### src/rtl/alu_pack.sv
// rtl/alu_pack.sv - shared op and FSM state types for the sequential ALU
package alu_pack;

   typedef enum logic [4:0] {
      amp, lor, flp, eor, rsc, lsc, rol, ror,
      add, sub, eql, eqlk, revx, revy, parx, pary, mul
   } alu_op_t;

   typedef enum logic [1:0] {
      IDLE,
      ROT,
      MUL
   } alu_state_t;

endpackage

### src/rtl/seq_multiplier.sv
// rtl/seq_multiplier.sv - shift-add multiplier, one multiplier bit per clock
module seq_multiplier #(
   parameter int WIDTH = 8
) (
   input  logic               clk,
   input  logic               rst_n,
   input  logic               go,
   input  logic [WIDTH-1:0]   a,
   input  logic [WIDTH-1:0]   b,
   output logic               busy,
   output logic               done,
   output logic [2*WIDTH-1:0] product
);

   localparam int CW = $clog2(WIDTH);

   logic [WIDTH-1:0] mcand;
   logic [CW-1:0]    cnt;

   // One iteration: add the multiplicand into the high half when the current
   // low bit is set, then shift the whole accumulator right by one.
   function automatic logic [2*WIDTH-1:0] step(input logic [2*WIDTH-1:0] p,
                                               input logic [WIDTH-1:0]   m);
      logic [WIDTH:0] s;
      s = {1'b0, p[2*WIDTH-1:WIDTH]} + (p[0] ? {1'b0, m} : {(WIDTH+1){1'b0}});
      return {s, p[WIDTH-1:1]};
   endfunction

   // Load performs the first iteration so the product is ready WIDTH-1 edges later
   always_ff @(posedge clk or negedge rst_n) begin
      if (!rst_n) begin
         mcand   <= '0;
         cnt     <= '0;
         busy    <= 1'b0;
         done    <= 1'b0;
         product <= '0;
      end else begin
         done <= 1'b0;
         if (go && !busy) begin
            mcand   <= a;
            product <= step({{WIDTH{1'b0}}, b}, a);
            cnt     <= CW'(WIDTH - 1);
            busy    <= 1'b1;
         end else if (busy) begin
            product <= step(product, mcand);
            cnt     <= cnt - CW'(1);
            if (cnt == CW'(1)) begin
               busy <= 1'b0;
               done <= 1'b1;
            end
         end
      end
   end

endmodule

### src/rtl/alu_seq.sv
// rtl/alu_seq.sv - clocked ALU with registered results, iterative rotate and multiply
module alu_seq
   import alu_pack::*;
#(
   parameter int WIDTH   = 8,
   parameter int EQ_BITS = 5,
   parameter int ROT_W   = $clog2(WIDTH)
) (
   input  logic             clk,
   input  logic             rst_n,
   input  logic             start,
   input  alu_op_t          op,
   input  logic             alu_rs,
   input  logic [WIDTH-1:0] x,
   input  logic [WIDTH-1:0] y,
   output logic [WIDTH-1:0] r_out,
   output logic [WIDTH-1:0] s_out,
   output logic             carry,
   output logic             zero,
   output logic             busy,
   output logic             done
);

   alu_state_t       state;

   // single-cycle op captured at accept, written at the following edge
   alu_op_t          lat_op;
   logic [WIDTH-1:0] lat_x;
   logic [WIDTH-1:0] lat_y;
   logic             lat_rs;
   logic             pend;

   logic [WIDTH-1:0] rot_val;
   logic [ROT_W-1:0] rot_cnt;
   logic             rot_left;
   logic             rot_rs;

   logic [WIDTH-1:0] res;
   logic             res_c;
   logic [WIDTH:0]   sum;
   logic [WIDTH-1:0] rot_next;

   logic [2*WIDTH-1:0] product;
   logic               mult_busy;
   logic               mult_done;

   logic             accept;
   logic             mul_go;
   logic [ROT_W-1:0] amt;

   assign accept = start && !busy && (state == IDLE);
   assign mul_go = accept && (op == mul);
   assign amt    = y[ROT_W-1:0];

   seq_multiplier #(.WIDTH(WIDTH)) u_mult (
      .clk     (clk),
      .rst_n   (rst_n),
      .go      (mul_go),
      .a       (x),
      .b       (y),
      .busy    (mult_busy),
      .done    (mult_done),
      .product (product)
   );

   // Single-cycle result and carry from the latched operands
   always_comb begin
      res   = '0;
      res_c = 1'b0;
      sum   = '0;
      case (lat_op)
         amp:  res = lat_x & lat_y;
         lor:  res = lat_x | lat_y;
         eor:  res = lat_x ^ lat_y;
         flp:  res = ~lat_x;
         rsc: begin
            res   = {lat_y[0], lat_x[WIDTH-1:1]};
            res_c = lat_x[0];
         end
         lsc: begin
            res   = {lat_x[WIDTH-2:0], lat_y[WIDTH-1]};
            res_c = lat_x[WIDTH-1];
         end
         rol, ror: res = lat_x;
         add: begin
            sum   = {1'b0, lat_x} + {1'b0, lat_y};
            res   = sum[WIDTH-1:0];
            res_c = sum[WIDTH];
         end
         sub: begin
            sum   = {1'b0, lat_x} + {1'b0, ~lat_y} + (WIDTH+1)'(1);
            res   = sum[WIDTH-1:0];
            res_c = sum[WIDTH];
         end
         eql:  res[0] = (lat_x == lat_y);
         eqlk: res[0] = (lat_x[EQ_BITS-1:0] == lat_y[EQ_BITS-1:0]);
         revx: for (int i = 0; i < WIDTH; i++) res[i] = lat_x[WIDTH-1-i];
         revy: for (int i = 0; i < WIDTH; i++) res[i] = lat_y[WIDTH-1-i];
         parx: res[0] = ^lat_x;
         pary: res[0] = ^lat_y;
         default: res = '0;
      endcase
   end

   // One-bit rotation step of the in-flight rotate operand
   always_comb begin
      rot_next = rot_left ? {rot_val[WIDTH-2:0], rot_val[WIDTH-1]}
                          : {rot_val[0], rot_val[WIDTH-1:1]};
   end

   // Control FSM plus result/flag registers; done pulses one cycle per completion
   always_ff @(posedge clk or negedge rst_n) begin
      if (!rst_n) begin
         state    <= IDLE;
         r_out    <= '0;
         s_out    <= '0;
         carry    <= 1'b0;
         zero     <= 1'b0;
         busy     <= 1'b0;
         done     <= 1'b0;
         lat_op   <= amp;
         lat_x    <= '0;
         lat_y    <= '0;
         lat_rs   <= 1'b0;
         pend     <= 1'b0;
         rot_val  <= '0;
         rot_cnt  <= '0;
         rot_left <= 1'b0;
         rot_rs   <= 1'b0;
      end else begin
         done <= 1'b0;
         if (pend) begin
            if (lat_rs) s_out <= res;
            else        r_out <= res;
            carry <= res_c;
            zero  <= (res == '0);
            done  <= 1'b1;
            pend  <= 1'b0;
         end
         case (state)
            IDLE: begin
               if (accept) begin
                  if (op == mul) begin
                     state <= MUL;
                     busy  <= 1'b1;
                  end else if ((op == rol || op == ror) && amt != '0) begin
                     rot_val  <= x;
                     rot_cnt  <= amt;
                     rot_left <= (op == rol);
                     rot_rs   <= alu_rs;
                     state    <= ROT;
                     busy     <= 1'b1;
                  end else begin
                     lat_op <= op;
                     lat_x  <= x;
                     lat_y  <= y;
                     lat_rs <= alu_rs;
                     pend   <= 1'b1;
                  end
               end
            end
            ROT: begin
               rot_val <= rot_next;
               rot_cnt <= rot_cnt - ROT_W'(1);
               if (rot_cnt == ROT_W'(1)) begin
                  if (rot_rs) s_out <= rot_next;
                  else        r_out <= rot_next;
                  carry <= 1'b0;
                  zero  <= (rot_next == '0);
                  done  <= 1'b1;
                  busy  <= 1'b0;
                  state <= IDLE;
               end
            end
            MUL: begin
               if (mult_done && !mult_busy) begin
                  r_out <= product[WIDTH-1:0];
                  s_out <= product[2*WIDTH-1:WIDTH];
                  carry <= 1'b0;
                  zero  <= (product == '0);
                  done  <= 1'b1;
                  busy  <= 1'b0;
                  state <= IDLE;
               end
            end
            default: state <= IDLE;
         endcase
      end
   end

endmodule

### config.mk
export PLATFORM = sky130hd
export DESIGN_NAME = alu_seq
export DESIGN_NICKNAME = d
export VERILOG_FILES = /design/src/rtl/alu_pack.sv /design/src/rtl/seq_multiplier.sv /design/src/rtl/alu_seq.sv
export SDC_FILE = /design/constraint.sdc
export NUM_CORES = 1
export LEC_CHECK = 0
export BUFFER_PORTS_ARGS = -buffer_cell sky130_fd_sc_hd__buf_2
export CAP_MARGIN = 0
export CELL_PAD_IN_SITES_DETAIL_PLACEMENT = 1
export CELL_PAD_IN_SITES_GLOBAL_PLACEMENT = 1
export CORE_MARGIN = 4
export CORE_UTILIZATION = 47
export DETAILED_ROUTE_END_ITERATION = 16
export PLACE_DENSITY = 0.83
export SKIP_CTS_REPAIR_TIMING = 1
export SLEW_MARGIN = 25
export SYNTH_ARGS = -nofsm -noshare
export SYNTH_HDL_FRONTEND = slang
export SYNTH_SLANG_ARGS = --single-unit
### constraint.sdc
create_clock -name clk -period 3.95 [get_ports clk]
set_clock_uncertainty 0.1 [all_clocks]
set_input_delay 0.79 -clock clk [delete_from_list [all_inputs] [get_ports clk]]
set_output_delay 0.79 -clock clk [all_outputs]
set_load 0.02 [all_outputs]
# == Word-level counts from Yosys, hierarchy flattened ==
# Index checks and enable logic that the tools add are counted.
# op_classes
n_addsub,6
n_eq_ne,30
mux,64
bitwise,7
n_reduce_logical,27
# op_table
op,count
8-bit two-way mux,16
7-bit one-hot mux with 11 select lines,1
8-bit one-hot mux with 2 select lines,3
5-bit by 4-bit equality test with 1-bit output (second input constant),8
16-bit two-way mux,2
5-bit by 3-bit equality test with 1-bit output (second input constant),6
1-bit two-way mux,24
8-bit by 8-bit adder with 9-bit output,2
16-bit logical NOT,1
8-bit logical NOT,2
8-bit NOT,2
4-bit AND reduction,4
8-bit XOR reduction,2
3-bit two-way mux,5
1-bit one-hot mux with 14 select lines,1
5-bit by 2-bit equality test with 1-bit output (second input constant),2
2-bit two-way mux,5
8-bit by 9-bit adder with 9-bit output,1
9-bit by 1-bit adder with 9-bit output (second input constant),1
8-bit AND,1
8-bit equality test,1
2-bit inequality test (second input constant),4
8-bit OR,1
8-bit bitwise XOR,1
24 further kinds,38
# totals
ff_bits,87
in_bits,25
output_inout_bits,20
elab_cells,155

# == Longest topological paths before layout ==
# logic_depth
word_depth,9
mapped_depth,12
mapped_depth_nobuf,11

# == Cells and area by module ==
# From an unflattened synthesis, not the netlist that was laid out.
# hier_totals
cells_unflattened,751
hier_area_um2,6447.4
# modules_own_cells
mod,instances,cells_each,area_each_um2,seq_area_each_um2
alu_seq,1,593,4774.6,1451.4
seq_multiplier,1,158,1672.9,725.7

# == Worst setup path before layout ==
# No wires, ideal clock.
# synth_timing
kind,register to register
from,register lat_x[1]
to,register zero
setup_time_ns,0.076
arrival_time_ns,2.581
required_ns,3.774
path_slack_ns,1.193
path_stages_with_launch,10
path_buffers,0
synth_period_minus_slack_ns,2.757
path_cell_list,dfrtp_1 -> inv_1 -> ha_1 -> a21o_1 -> o2bb2ai_1 -> or2_2 -> a221o_1 -> a21oi_1 -> or4b_1 -> o21ai_1
# synth_via
elab_chain_len,7
word_cells_on_any_way,17
cone_classes,add/sub (3); eq/ne (2); mux (6); bitwise (4); reduce/logical (2)
# synth_lines
element,line,text
"start, declared",alu_seq.sv:28,logic [WIDTH-1:0] lat_x;
"start signal, assigned",alu_seq.sv:122,lat_x <= '0;
"start signal, assigned",alu_seq.sv:155,lat_x <= x;
8-bit by 8-bit adder with 9-bit output,alu_seq.sv:91,"sum = {1'b0, lat_x} + {1'b0, ~lat_y} + (WIDTH+1)'(1);"
9-bit by 1-bit adder with 9-bit output,alu_seq.sv:91,
7-bit one-hot mux with 11 select lines,alu_seq.sv:71,case (lat_op)
8-bit logical NOT (*),alu_seq.sv:136,zero <= (res == '0);
1-bit two-way mux (*),alu_seq.sv:132,if (pend) begin
1-bit two-way mux (on tied branches),"alu_seq.sv:176, alu_seq.sv:165",
1-bit one-hot mux with 2 select lines (*),alu_seq.sv:140,case (state)
"end signal, assigned",alu_seq.sv:136,
"end signal, assigned",alu_seq.sv:169,zero <= (rot_next == '0);
"end signal, assigned",alu_seq.sv:180,zero <= (product == '0);
"end, declared",alu_seq.sv:19,"output logic zero,"
# Every way passes the cells marked *; elsewhere a longest branch is shown, timed or not.
# A chain may end at the register's enable or synchronous reset.

# == Final worst setup path ==
# layout_timing
from,register lat_x[3]
to,register zero
# Same word-level chain as after synthesis.

==> flow_metrics.py <==
metrics = {
    "die": {
        "initial_utilization_pct": 48.8,
        "rows": 41,
        "core_region_area_um2": 12800,
        "die_area_um2": 15200,
        "die_y_um": 123,
        "die_w_um": 123,
        "ioPinCount": 45,
    },
    "worst_setup_path": {
        "endpoint_kind": "register",
        "setup.worst_path.class": "reg -> reg",
        "start_kind": "register",
        "required_ns": 4.13,
        "timing.critical_path.arrival_ns": 3.45,
        "path_max_fanout": 8,
    },
    "cells_and_area": {
        "multiInputGateArea_um2": 3740,
        "register_area_um2": 2180,
        "fraction_of_layout_instances_using_a_drive_strength_above_1_pct": 12.8,
        "post-route-cell-area_um2": 6880,
        "fillers": 1544,
        "nets": 823,
        "finish.utilization_pct": 53.7,
        "area_delta_synth_final_pct": 10.0,
    },
    "timing": {
        "finalCritPeriodShare_pct": 82.8,
        "finalMaxSlewViolations": 0,
        "final-hold-violation-count": 0,
        "relSlewSlack_pct": 51.1,
        "max_freq_mhz": 306,
        "timing.final.setup_violations": 0,
        "tightest_pin_transition_ns": 0.729,
        "post-route-min-period_ns": 3.27,
        "final.hold.worst_slack_ns": 0.296,
        "setup_tns_final_ns": 0,
        "rsz_0062_raised_after_global_routing": "no",
    },
    "placed_design": {
        "post-dp-hpwl_mm": 16.9,
        "gp_routability_congestion": 1.00,
        "placed_area_um2": 6610,
        "numPortBuffers": 44,
    },
    "outcome": {
        "outcome": "finished clean",
    },
    "clock_tree": {
        "clock_tree_buf_depth": 2,
        "tritoncts_num_sinks": 87,
        "number_of_buffers_created_by_cts": 9,
        "clockRootBuffer": "clkbuf_16",
        "htreeDepth": 3,
        "path_clk_slew_ns": 0.07,
        "worst_skew_pair.late_latency_ns": 0.35,
        "tritoncts_clock_tree": "done",
    },
    "global_route": {
        "grt_total_ovfl": 0,
        "antenna_found_initial": 1,
        "total_grt_usage_pct": 31.1,
        "grt_pass1_vias": 6097,
        "grt_first_pass_wirelength_mm": 35.4,
        "grt_max_degree": 46,
    },
    "run": {
        "max_cap_viols": 0,
    },
    "detailed_routing": {
        "detail_route.iter0.violations": 580,
        "drtAntennaViolNets": 0,
        "via_count": 5942,
        "detail_route.vias_per_cell": 6.38,
        "detailedRoute.firstPassIterationCount": 5,
        "route.detailed.drc": 0,
        "detail_route.wl_per_cell_um": 24.2,
        "routed_wl_mm": 22.6,
    },
    "synth": {
        "synth.yosys.seq_area_share_pct": 34.8,
        "synth_warnings": 0,
        "synth_flop_cell": "dfrtp_1",
        "syn-cell-area_um2": 6260,
        "synth_fp_nets": 797,
        "postSynth.asyncResetShare_pct": 100,
        "synthCells": 728,
        "syn_area_per_cell_um2": 8.60,
        "synth_cell_type_count": 71,
        "synth_edf_count": 0,
        "synth-seq-cells": 87,
    },
    "power_and_ir_drop": {
        "leakage_nw": 3.17,
        "powerDensity_nw_per_um2": 884,
        "ir_worst_vdd_uv": 487,
    },
    "hold_path": {
        "hold_class": "in -> async",
    },
}
-- placed cells by master (no fill, tap or decap), types with 11 or more instances in the layout --
cell type  netlist  routed
nand2_1         91      91
a21o_1          12      12
inv_1           46      46
dfrtp_1         87      87
mux2i_1         28      28
xnor2_1         16      16
mux2_2          18      18
buf_2            5      43
o21ai_0         71      71
ha_1            41      41
nor2_1          41      40
a21oi_1         47      47
and2_1          14      14
and3_1          16      16
buf_4            1      11
nor4_1          11      11
nor3_1          12      12
-- stage by stage --
step | total power, W | setup WS, ns | std cells
2_1_floorplan | 0.00402 | 1.19 | 728
3_3_place_gp | 0.00501 | 0.865 | 915
3_5_place_dp | 0.00514 | 0.780 | 915
4_1_cts | 0.00601 | 0.756 | 931
5_1_grt | 0.00648 | 0.538 | 932
6_report | 0.00608 | 0.679 | 932
-- cells in the mapped netlist, drive strengths merged (6+ instances only) --
cell,instances,share of area (%)
buf,9,0.82
a21o,12,1.4
xnor2,16,2.2
mux2i,28,4.5
clkbuf,30,1.8
a22o,7,0.98
o21ai,74,5.9
and3,17,1.8
nor4,11,1.1
a211oi,7,0.84
nor2,42,2.6
nor2b,8,0.80
a21oi,47,3.8
and2,15,1.5
o211ai,6,0.72
inv,46,2.8
nand2b,10,1.0
nand2,91,5.5
ha,41,8.2
mux2,18,3.2
nor3,13,1.1
nand3,9,0.72
dfrtp,87,35
-- per-layer routing --
metal	global-route usage, %	routed length (um)	up-vias
met5	0	0	-
met4	11.3	644	0
met3	6.77	1760	46
met2	46.4	10100	256
met1	44.3	10100	2985
li1	-	-	2655
-- logic make-up after synthesis --
kind of cell	count (synthesis)	share of synthesized area [%]
xor gates and xnor gates	20	2.80
muxes	47	8.14
buffers and inverters	86	5.44
and+or+nand+nor	237	18.7
AOI/OAI and AO/OA	207	21.0
adders and majority gates	44	9.16
DFF	87	34.8
-- final cells by class --
cell class,count,share of cell area [%]
inverter,47,2.56
multi-input combinational,555,54.4
tap,172,3.13
clock inverter,7,0.691
timing repair buffer,54,4.33
clock buffer,9,3.27
antenna,1,0.0364
sequential,87,31.6
-- final timing paths --
check / from / to / slack, ns / cells past startpoint
max: lat_x[3] / zero / 0.68 / 9
min: rst_n / lat_x[1] / 0.30 / 1
max reg2reg: lat_x[3] / zero / 0.68 / 9
min reg2reg: rot_cnt[1] / rot_cnt[1] / 0.40 / 2
max in group asynchronous: rst_n / u_mult.mcand[7] / 2.64 / 2
min in group clk: rot_cnt[1] / rot_cnt[1] / 0.40 / 2
-- worst max-delay path: stages, from the launching register on --
cell      delay [ns]
dfrtp_1         0.59
inv_1           0.12
ha_1            0.48
inv_1           0.13
o31ai_1         0.47
o221ai_1        0.21
o21ai_0         0.22
nand4_1         0.21
or4_1           0.52
o21ai_1         0.14
-- state kept, by name (all words and copies together) (netlist names), 5 cells and up --
register and flops:
rot_val 8, u_mult.product 16, lat_x 8, r_out 8, lat_op 5, lat_y 8
u_mult.mcand 8, s_out 8
-- report_power, final --
| part | internal (W) | total, W | switching, W |
|---|---|---|---|
| combinational | 0.00131 | 0.00347 | 0.00216 |
| sequential | 0.00125 | 0.00181 | 0.000561 |
| clock | 0.000426 | 0.000805 | 0.000378 |
| total | 0.00298 | 0.00608 | 0.00310 |
Note: power is estimated with default switching activity, not from simulation.
